`src/rtl/ext_int_cond.sv`:
```
// ext_int_cond: synchronizes, optionally debounces and conditions external interrupt pins
// into a pending vector with a registered any-flag and lowest-index priority id.
module ext_int_cond #(
  parameter int NUM_LINES = 31,
  parameter int DEB_DIV   = 16
) (
  input  logic                 clk,
  input  logic                 rst_n,
  input  logic [NUM_LINES-1:0] pin_in,
  input  logic                 deb_en,
  input  logic [NUM_LINES-1:0] mode,
  input  logic                 clr_valid,
  input  logic [NUM_LINES-1:0] clr_mask,
  output logic [NUM_LINES-1:0] ext_int_out,
  output logic                 int_any,
  output logic [4:0]           int_id
);
  logic [NUM_LINES-1:0] sync1, sync2, samp, filt, filt_d, pending;
  logic [NUM_LINES-1:0] filt_nxt, pend_nxt, clr;
  logic [15:0]          cnt;
  logic                 tick;
  logic [4:0]           id_nxt;
  assign tick = cnt == 16'(DEB_DIV - 1);
  assign ext_int_out = pending;
  always_comb begin
    clr = clr_valid ? clr_mask : '0;
    // a line only moves when two consecutive tick samples agree
    filt_nxt = !deb_en ? sync2 : tick ? (~(sync2 ^ samp) & sync2) | ((sync2 ^ samp) & filt) : filt;
    // edge lines: set beats clear; level lines follow filt
    pend_nxt = (~mode & filt) | (mode & ((filt & ~filt_d) | (pending & ~clr)));
    id_nxt = '0;
    for (int i = NUM_LINES - 1; i >= 0; i--)
      if (pending[i]) id_nxt = 5'(i);
  end
  always_ff @(posedge clk or negedge rst_n) begin
    if (!rst_n) begin
      sync1   <= '0;
      sync2   <= '0;
      samp    <= '0;
      filt    <= '0;
      filt_d  <= '0;
      pending <= '0;
      cnt     <= '0;
      int_any <= 1'b0;
      int_id  <= '0;
    end else begin
      sync1   <= pin_in;
      sync2   <= sync1;
      if (!deb_en || tick) samp <= sync2;
      filt    <= filt_nxt;
      filt_d  <= filt;
      pending <= pend_nxt;
      cnt     <= tick ? '0 : cnt + 16'd1;
      int_any <= |pending;
      int_id  <= id_nxt;
    end
  end
endmodule

```
`config.mk`:
```
export PLATFORM = sky130hd
export DESIGN_NAME = ext_int_cond
export DESIGN_NICKNAME = d
export VERILOG_FILES = /design/src/rtl/ext_int_cond.sv
export SDC_FILE = /design/constraint.sdc
export NUM_CORES = 1
export LEC_CHECK = 0
export ABC_CLOCK_PERIOD_IN_PS = 1700
export CAP_MARGIN = 0
export CORE_MARGIN = 2
export CORE_UTILIZATION = 47
export CTS_CLUSTER_DIAMETER = 100
export DETAILED_ROUTE_END_ITERATION = 8
export GPL_TIMING_DRIVEN = 0
export HOLD_SLACK_MARGIN = 0.15
export PLACE_DENSITY = 0.83
export SLEW_MARGIN = 20
export SYNTH_ARGS = -nofsm -noshare
export SYNTH_HDL_FRONTEND = slang
export SYNTH_SLANG_ARGS = --single-unit
```
`constraint.sdc`:
```
create_clock -name clk -period 1.7 [get_ports clk]
set_input_delay 0.17 -clock clk [delete_from_list [all_inputs] [get_ports clk]]
set_output_delay 0.17 -clock clk [all_outputs]
set_load 0.03 [all_outputs]
```
# ---- Word level (Yosys, flattened, before mapping)
# Index checks and enable logic that the tools add are counted.
dict set report totals {
  output_inout_bits 37
  input_bits 97
  wordCells 64
  regBits 208
}
dict set report classes {
  eq_ne 2
  reduce_logical 3
  mux 35
  add_sub_neg 1
  bitwise 14
}
# op count
set op_table {}
lappend op_table {{bitwise AND 31 bit} 6}
lappend op_table {{2-to-1 mux 5 bit} 31}
lappend op_table {{NOT 31 bit} 4}
lappend op_table {{2-to-1 mux 31 bit} 3}
lappend op_table {{bitwise OR 31 bit} 3}
lappend op_table {{OR reduction 31 bit} 1}
lappend op_table {{XOR 31 bit} 1}
lappend op_table {{adder 16 x 1 -> 16 bit, second input constant} 1}
lappend op_table {{equality test 16 x 4 -> 1 bit, second input constant} 1}
lappend op_table {{2-to-1 mux 16 bit} 1}
lappend op_table {{inequality test 2 x 1 -> 1 bit, second input constant} 1}
lappend op_table {{zero test 1 bit} 1}
lappend op_table {{logical OR 1 bit} 1}

# ---- Logic depth before layout (Yosys ltp)
dict set report depth {
  depth_word 31
  ltp_mapped 8
  depth_no_buf 6
}

# ---- Least setup slack after synthesis
# OpenSTA, ideal clock, no wires.
dict set report synth_timing {
  path_type {reg-to-reg}
  from {reg cnt[0]}
  to {reg samp[3]}
  arrival_ns 1.572
  setup_time_ns 0.125
  n_path_buf 1
  required_time_ns 1.575
  period_less_slack_ns 1.696
  path_slack_ns 0.004
  path_stages_with_launch 7
  cell_sequence {dfrtp_1 > ha_1 > and3_1 > nand4_1 > nand2_2 > buf_6 > mux2_2}
}
dict set report synth_between {
  elab_chain_cells 2
}
# item line_no
set synth_lines {}
lappend synth_lines {{start: declaration} 20} ;# logic [15:0] cnt;
lappend synth_lines {{start signal: assignment} 53} ;# cnt <= tick ? '0 : cnt + 16'd1;
lappend synth_lines {{equality test 16 x 4 -> 1 bit} 23} ;# assign tick = cnt == 16'(DEB_DIV - 1);
lappend synth_lines {{logical OR 1 bit} 49} ;# if (!deb_en || tick) samp <= sync2;
lappend synth_lines {{end signal: assignment} 49}
lappend synth_lines {{end: declaration} 18} ;# logic [NUM_LINES-1:0] sync1, sync2, samp, filt, filt_d, pending;
# No other way between the ends.
# A chain may end at the register's enable or synchronous reset.

# ---- Worst setup path in the final report
dict set report layout_timing {
  from {reg cnt[0]}
  to {reg samp[7]}
}
# Same word-level chain as after synthesis.

==> impl_metrics.csv <==
group,metric,value,unit
timing,setup_viol,57,
timing,rsz0062_at_grt,"true",
clock_network,root_buffer,"clkbuf_16",
die,core,16300,um^2
grt,grt_pass1_vias,5805,
finish,multi_input_area,2620,um^2
finish,syn_to_final_growth,41.5,%
power,switchingPower,3090,uW
yosys,yosys.area.top_type,"dfrtp_1",
power,ir_worst_vdd,0.736,mV
finish,nFillCells,1103,
yosys,synthArstFlopShare,100,%
yosys,yosysMostFrequentCell,"dfrtp_1",
yosys,synth_edf_count,0,
timing,min_period_over_period,107,%
power,power.share.clock,40.7,%
die,num_rows,47,
finish,regArea,5210,um^2
power,pwr-share-comb,12.7,%
timing,layout_min_cycle_time,1.81,ns
die,dieArea,17600,um^2
yosys,synth_common_cells,"208 x dfrtp_1, 102 x nand2_1, 31 x a32o_1, 31 x o21a_1, 31 x o22a_1",
clock_network,clk_pin_slew,0.06,ns
timing,setup_tns,-3.89,ns
outcome,status,"finished, violations left",
yosys,ys_seq_elements,208,
finish,design_area,11000,um^2
timing,max_freq,552,MHz
die,fp.dieW,133,um
die,die_h,133,um
route,wl_per_cell,19.6,um
clock_network,h-tree-depth,1,
power,pwr-share-seq,46.6,%
grt,grt_max_degree,106,
place,placed_cells,943,
route,avgViaCountPerCell,5.53,
yosys,yosysUniqueCellTypes,44,
yosys,ys_top_cells_by_area,"dfrtp_1 67%, nand2_1 4.9%, mux2_2 4.1%",
critical_path,required,2.07,ns
grt,overflow,0,
route,vias,5713,
route,ant_nets,0,
yosys,synthFlopType,"dfrtp_1",
yosys,yosysWarnings,0,
clock_network,worstSkewPairLatency,0.49,ns
die,start_util,47.6,%
power,p_leak,0.00483,uW
timing,final_max_slew_viol_count,0,
critical_path,cp.arrival,2.18,ns
yosys,synthCells,589,
die,io_pins,134,
finish,layout-drive-gt1-share,17.8,%
yosys,syn_avg_cell_area,13.2,um^2
timing,tightestPinTransition,0.842,ns
route,finalWirelength,20300,um
yosys,synth_fp_nets,687,
finish,diodes,0,
grt,grt_antenna_before_repair,0,
critical_path,path_class,"register to register",
finish,layout.cells.non_filler,1034,
clock_network,cts.sinks,208,
clock_network,cts_buffer_depth,3,
place,hpwl,12400,um
critical_path,cp_max_fo,10,
timing,fin_skew,0.0129,ns
yosys,ys_seq_area_share,66.9,%
timing,slew_headroom,43.9,%
place,io_buffers,132,
critical_path,cp-end-kind,"register",
timing,finalHoldViolCount,0,
place,placed_area,9430,um^2
yosys,synth.cell_area,7770,um^2
route,drc,0,
grt,grt_util_all_layers,21.8,%
route,detail_route.iter0.violations,406,
hold_path,hp-class,"input port to register",
place,gp_congestion,0.814,
power,power,12500,uW
clock_network,cts_buffers,21,
finish,nets,898,
power,p_int,9430,uW
flow_run,drv_cap,0,
route,first_pass_iters,5,
critical_path,start_kind,"register",
power,p_per_area,1140,nW/um^2
outcome,failed_checks,"negative setup slack",
power,switching_share,24.7,%
timing,fin_ws,-0.111,ns
clock_network,cts_tree,"built",
grt,grt_pass1_wl,30600,um
yosys,synth_top_area_share,66.9,%
==> cell usage in the layout, fill, tap and decap left out, drive strengths merged, types with 2 or more instances in the layout <==
cell | netlist | layout
xnor2 | 6 | 6
nor4 | 7 | 7
nand2b | 2 | 2
dlygate4sd3 | 0 | 30
a2111oi | 2 | 2
bufinv | 0 | 5
a21oi | 6 | 6
nand2 | 103 | 103
and3 | 4 | 4
dlygate4sd2 | 0 | 31
and4 | 2 | 2
o22a | 31 | 31
buf | 10 | 35
o21ai | 4 | 4
inv | 7 | 7
dfrtp | 208 | 208
clkbuf | 10 | 41
o21a | 31 | 31
nor2 | 21 | 21
xor2 | 8 | 8
a32o | 31 | 31
a21boi | 33 | 33
clkinv | 0 | 2
nand4 | 4 | 4
nand3 | 8 | 8
clkdlybuf4s50 | 0 | 99
a211oi | 2 | 2
nor3 | 6 | 6
mux2 | 31 | 31
==> power groups by stage <==
| stage | Combinational (uW) | Sequential, uW | Clock [uW] |
|---|---|---|---|
| final | 1590 | 5840 | 5090 |
| after global routing | 1700 | 5890 | 5370 |
| after CTS | 1580 | 5810 | 5130 |
| after detailed placement | 1570 | 5900 | 0 |
| after global placement | 1510 | 5870 | 0 |
| after floorplan | 530 | 6040 | 0 |
==> layout make-up <==
cell class | instances | area share (%)
plain buffers | 18 | 1.47
clock buffers | 29 | 5.50
clock inverters | 8 | 1.52
inverters | 7 | 0.239
multi-input cells | 354 | 23.8
flip-flops and latches | 208 | 47.4
well taps | 220 | 2.50
repair buffers | 190 | 17.6
==> cell families after synthesis <==
group | count (synthesis) | share of synthesized area (%)
DFF | 208 | 66.9
and+or+nand+nor | 162 | 9.21
AOI/OAI and AO/OA | 146 | 15.4
muxes | 31 | 4.49
buffers and inverters | 27 | 2.17
xor gates and xnor gates | 14 | 1.58
adders and majority gates | 1 | 0.161
==> critical path, stage by stage, from the launching register on <==
cell     delay, ns
dfrtp_1       0.37
ha_2          0.20
and3_4        0.20
nand4_1       0.11
buf_6         0.16
nand2_4       0.11
buf_6         0.18
mux2_2        0.36
==> stage by stage <==
stage	utilization, %	hold slack (ns)	setup WS (ns)
after global routing	67.3	0.154	-0.181
after global placement	57.3	0.333	-7.83
final	67.3	0.149	-0.111
after detailed placement	57.7	0.244	-0.372
after CTS	65.6	0.151	-0.132
after floorplan	-	-0.126	0.00374
==> layer usage <==
layer  global-route usage (%)  share of wire [%]  up-vias
li1                         -                  -     2560
met1                     29.0                 40     2869
met2                     37.0                 50      238
met3                     2.72                6.3       46
met4                     8.36                3.5        0
met5                        0                  0        -
==> repair_timing <==
action                                 4_1_cts  5_1_grt
cloned                                       2        3
resized for setup                           60       57
buffers inserted                            15        6
pin swaps                                   12       53
setup endpoints to repair                   96       64
endpoints found under the hold margin      133        0
hold buffers                                30        0
==> final timing paths <==
check,startpoint,to,cells after the start,slack [ns]
worst max-delay path,cnt[0],samp[7],7,-0.11
max in group asynchronous,rst_n,int_id[1],4,0.50
min in group asynchronous,rst_n,cnt[8],3,0.30
worst min-delay path,pin_in[24],sync1[24],1,0.15
worst min register to register,sync1[3],sync2[3],0,0.35
worst max register to register,cnt[0],samp[7],7,-0.11
Note: power is estimated with default switching activity, not from simulation.
==> RTL change 1, RTL diff (same settings) <==
Put one more register stage on the output `ext_int_out`, cleared by the reset. The value now appears one clock later. The other outputs are not delayed to match.
--- a/src/rtl/ext_int_cond.sv
+++ b/src/rtl/ext_int_cond.sv
@@ -21,7 +21,13 @@
   logic                 tick;
   logic [4:0]           id_nxt;
   assign tick = cnt == 16'(DEB_DIV - 1);
-  assign ext_int_out = pending;
+  always_ff @(posedge clk or negedge rst_n) begin
+    if (!rst_n) begin
+      ext_int_out <= '0;
+    end else begin
+      ext_int_out <= pending;
+    end
+  end
   always_comb begin
     clr = clr_valid ? clr_mask : '0;
     // a line only moves when two consecutive tick samples agree
Behaviour: not the same (Yosys sat finds a counterexample within 10 cycles, from zero or initial values and one cycle with rst_n low).
==> RTL change 1 against the unedited design <==
- the run still ends with setup timing left
- total power increased by 5.7%
- routed wire length decreased by 2.4%
- worst setup slack got worse by 0.027 ns
- sequential cell count increased by 31
- area after synthesis increased by 10%
- cell area increased by 6.9%
- combinational power increased by 5%
- clock skew increased by 0.0013 ns
- highest routed layer unchanged
==> RTL change 1: results (changes against the unedited design) <==
Run status
  • Run status: finished, violations left (unchanged)
  • Failing checks: setup timing (unchanged)

Logic synthesis
  • Most frequent cells after synthesis: dfrtp_1, nand2_1, a32o_1, o21a_1, o22a_1 (unchanged)
  • Mean instance size in the synthesized netlist: 13.8 um2 (was 13.2 um2)
  • Leading cell types by total area after synthesis: dfrtp_1, nand2_1, mux2_2, a32o_1, o22a_1 (unchanged)
  • Synthesized Nets: 718 (was 687)

Cells and area
  • Proportion of layout cells with a drive suffix above 1: 14.9% (was 17.8%)
  • Area growth from synthesis to layout: 37.5% (was 41.5%)
  • Number of nets at the end of the flow: 931 (was 898)

Critical path
  • Maximum single-stage delay on the critical path: 0.47 ns (was 0.37 ns)

Placement
  • Cell area after placement: 10200 um2 (was 9430 um2)
  • Detailed placer's ending HPWL: 12400 um (about the same)
  • Pre-CTS WS: -0.349 ns (was -0.372 ns)
  • Final estimated routing congestion in global placement: 0.836 (was 0.814)

Power and ir drop
  • Proportion of power drawn by flip-flops and latches: 50.8% (was 46.6%)
  • Switching share of total power: 25.0% (was 24.7%)
  • Combinational Power: 1.67 mW (was 1.59 mW)

Drt
  • Via total after detailed routing: 5732 (was 5713)
  • DR iter-0 viols: 413 (was 406)

Global routing
  • Number of global-route vias before repair: 6029 (was 5805)
  • Maximum number of pins on one net before global-route repair: 107 (was 106)
  • Global-route usage over all layers: 19.9% (was 21.8%)

Timing
  • Final Setup Violations: 63 (was 57)
  • Final setup TNS: -6.24 ns (was -3.89 ns)
  • Setup slack after layout: -0.138 ns (was -0.111 ns)

Worst hold path
  • Class of the most critical hold timing path: input port to asynchronous set/reset pin (was input port to register)
==> RTL change 1: layout make-up <==
class | instances | share of cell area (%)
Sequential cell | 239 | 50.9
Buffer | 19 | 1.48
Tap cell | 229 | 2.44
Timing Repair Buffer | 188 | 16.7
Clock inverter | 4 | 0.266
Multi-Input combinational cell | 354 | 22.1
Clock buffer | 37 | 5.87
Inverter | 7 | 0.223
==> RTL change 1: layer usage <==
metal  wire (um)  track usage (%)  vias up  share of wire [%]
li1            -                -     2650                  -
met1        8330             26.8     2875                 42
met2        9950             32.8      164                 50
met3         975             3.21       43                4.9
met4         544             7.55        0                2.7
met5           0                0        -                  0
==> RTL change 1: worst max-delay path: cells and delay by family (launching register included) <==
| family | cells | cell delay [ns] |
|---|---|---|
| compound gates | 2 | 0.36 |
| flops | 1 | 0.47 |
| simple gates | 2 | 0.47 |
| buf+inv | 3 | 0.41 |
==> RTL change 1: how the worst min path moves through the flow <==
stage	to	slack [ns]	cells past startpoint
after floorplan	asynchronous set/reset pin	-0.13	0
after global placement	sync2[7]	0.33	0
after detailed placement	cnt[3]	0.10	1
after CTS	cnt[6]	0.16	2
after global routing	cnt[6]	0.19	2
final	cnt[3]	0.15	2
==> RTL change 1: repair_timing <==
item	CTS	global route
gates cloned	0	2
hold buffers	32	0
setup endpoints to repair	67	83
pin swaps	6	34
resized for setup	33	55
setup buffers	13	7
hold endpoints to repair	164	0
==> RTL change 1: kinds of logic (layout without fill, tap and decap cells) <==
group	Yosys count	in the layout	synth area share (%)
AND/OR/NAND/NOR	162	162	8.37
adder cells (fa/ha/maj)	1	1	0.146
flip-flops	239	239	69.9
buffers and inverters	27	255	1.98
AO/OA/AOI/OAI	146	146	14.0
XOR/XNOR	14	14	1.43
multiplexers	31	31	4.08
==> RTL change 2, RTL diff (same flow settings) <==
Made on the original files. `NUM_LINES`: 31 -> 62.
--- a/src/rtl/ext_int_cond.sv
+++ b/src/rtl/ext_int_cond.sv
@@ -1,7 +1,7 @@
 // ext_int_cond: synchronizes, optionally debounces and conditions external interrupt pins
 // into a pending vector with a registered any-flag and lowest-index priority id.
 module ext_int_cond #(
-  parameter int NUM_LINES = 31,
+  parameter int NUM_LINES = 62,
   parameter int DEB_DIV   = 16
 ) (
   input  logic                 clk,
Interface: changed (resized clr_mask, ext_int_out, mode and pin_in); port bits go from 134 to 258. The function was not compared with the original's and may differ.
==> RTL change 2 against the unedited design <==
- the run ends with hold timing, setup timing left
- sequential cell count rose by 186
- worst setup slack worse by 0.24 ns
- routed wire length increased by 120%
- critical endpoint is now samp[28]
- total power rose by 90%
- worst hold slack worse by 0.57 ns
- area after synthesis is 91% higher
- die area grew 88%
- highest routed layer is now met5
- clock power is 76% higher
- synthesized cell count up 110%
- cell area grew 98%
==> RTL change 2: results (changes against the unedited design) <==
Power and ir drop
  • Pwr dens: 1090 nW/um2 (was 1140 nW/um2)
  • Share of power burned in combinational logic: 14.7% (was 12.7%)

Run status
  • Failing checks: hold timing, setup timing (was setup timing)
  • Run status: finished, violations left (unchanged)

Placement
  • Cell area after placement: 18100 um2 (was 9430 um2)
  • Count of input and output buffers: 255 (was 132)
  • Detailed placer's ending HPWL: 27100 um (was 12400 um)

Clock tree
  • Clock latency on the worst-skew pair: 0.53 ns (was 0.49 ns)
  • Resize count post-CTS: 231 (was 60)
  • Postcts setup bufs: 26 (was 15)

Timing
  • Final Setup Violations: 130 (was 57)
  • Relative slew margins: 33.7% (was 43.9%)
  • Min Hold Slack: -0.418 ns (was 0.149 ns)
  • Setup slack after layout: -0.350 ns (was -0.111 ns)
  • Final hold violation count: 63 (was 0)

Cells and area
  • CLK BUF: 57 (was 29)
  • Multi-input logic portion of the cell area: 25.2% (was 23.8%)
  • Fill cell instance count of the final layout: 1945 (was 1103)
  • Number of multi-input combinational cells in the layout: 728 (was 354)
  • Proportion of layout cells with a drive suffix above 1: 26.7% (was 17.8%)

Critical path
  • Worst r2r src: cnt[6] (was cnt[0])
  • Crit-path max FO: 6 (was 10)
  • Maximum single-stage delay on the critical path: 0.44 ns (was 0.37 ns)

Drt
  • DR iter-0 viols: 811 (was 406)
  • Routed wl met2: 22700 um (was 10100 um)

Logic synthesis
  • Flip-flop and latch count after synthesis: 394 (was 208)
  • Unique cell type count in the Yosys netlist: 51 (was 44)
  • Mean instance size in the synthesized netlist: 12.0 um2 (was 13.2 um2)

Global routing
  • Met3 capacity usage during global routing: 5.19% (was 2.72%)
==> RTL change 2: cell types whose count changed after synthesis, sizes merged, moves of 29 or more <==
cell,before,now
inv,7,72
a32o,31,62
o22a,31,0
o21a,31,2
a21oi,6,140
a21boi,33,0
o21ai,4,68
nand2,103,265
mux2,31,62
dfrtp,208,394
==> RTL change 2: logic make-up after synthesis <==
kind of cell,Yosys count,synth area share (%)
compound gates,293,12.4
xor+xnor,14,0.825
fa+ha+maj,1,0.0842
buf+inv,112,3.65
flops,394,66.4
mux,62,6.21
simple gates,358,10.4
==> RTL change 2: worst max-delay path by stage <==
stage / from / cells after the start / to
after CTS: cnt[13] / 8 / samp[27]
after global placement: rst_n / 1 / ext_int_out[58]
after detailed placement: deb_en / 5 / register
after floorplan: ext_int_out[59] / 6 / int_id[3]
final: cnt[6] / 8 / samp[28]
after global routing: cnt[6] / 8 / samp[18]
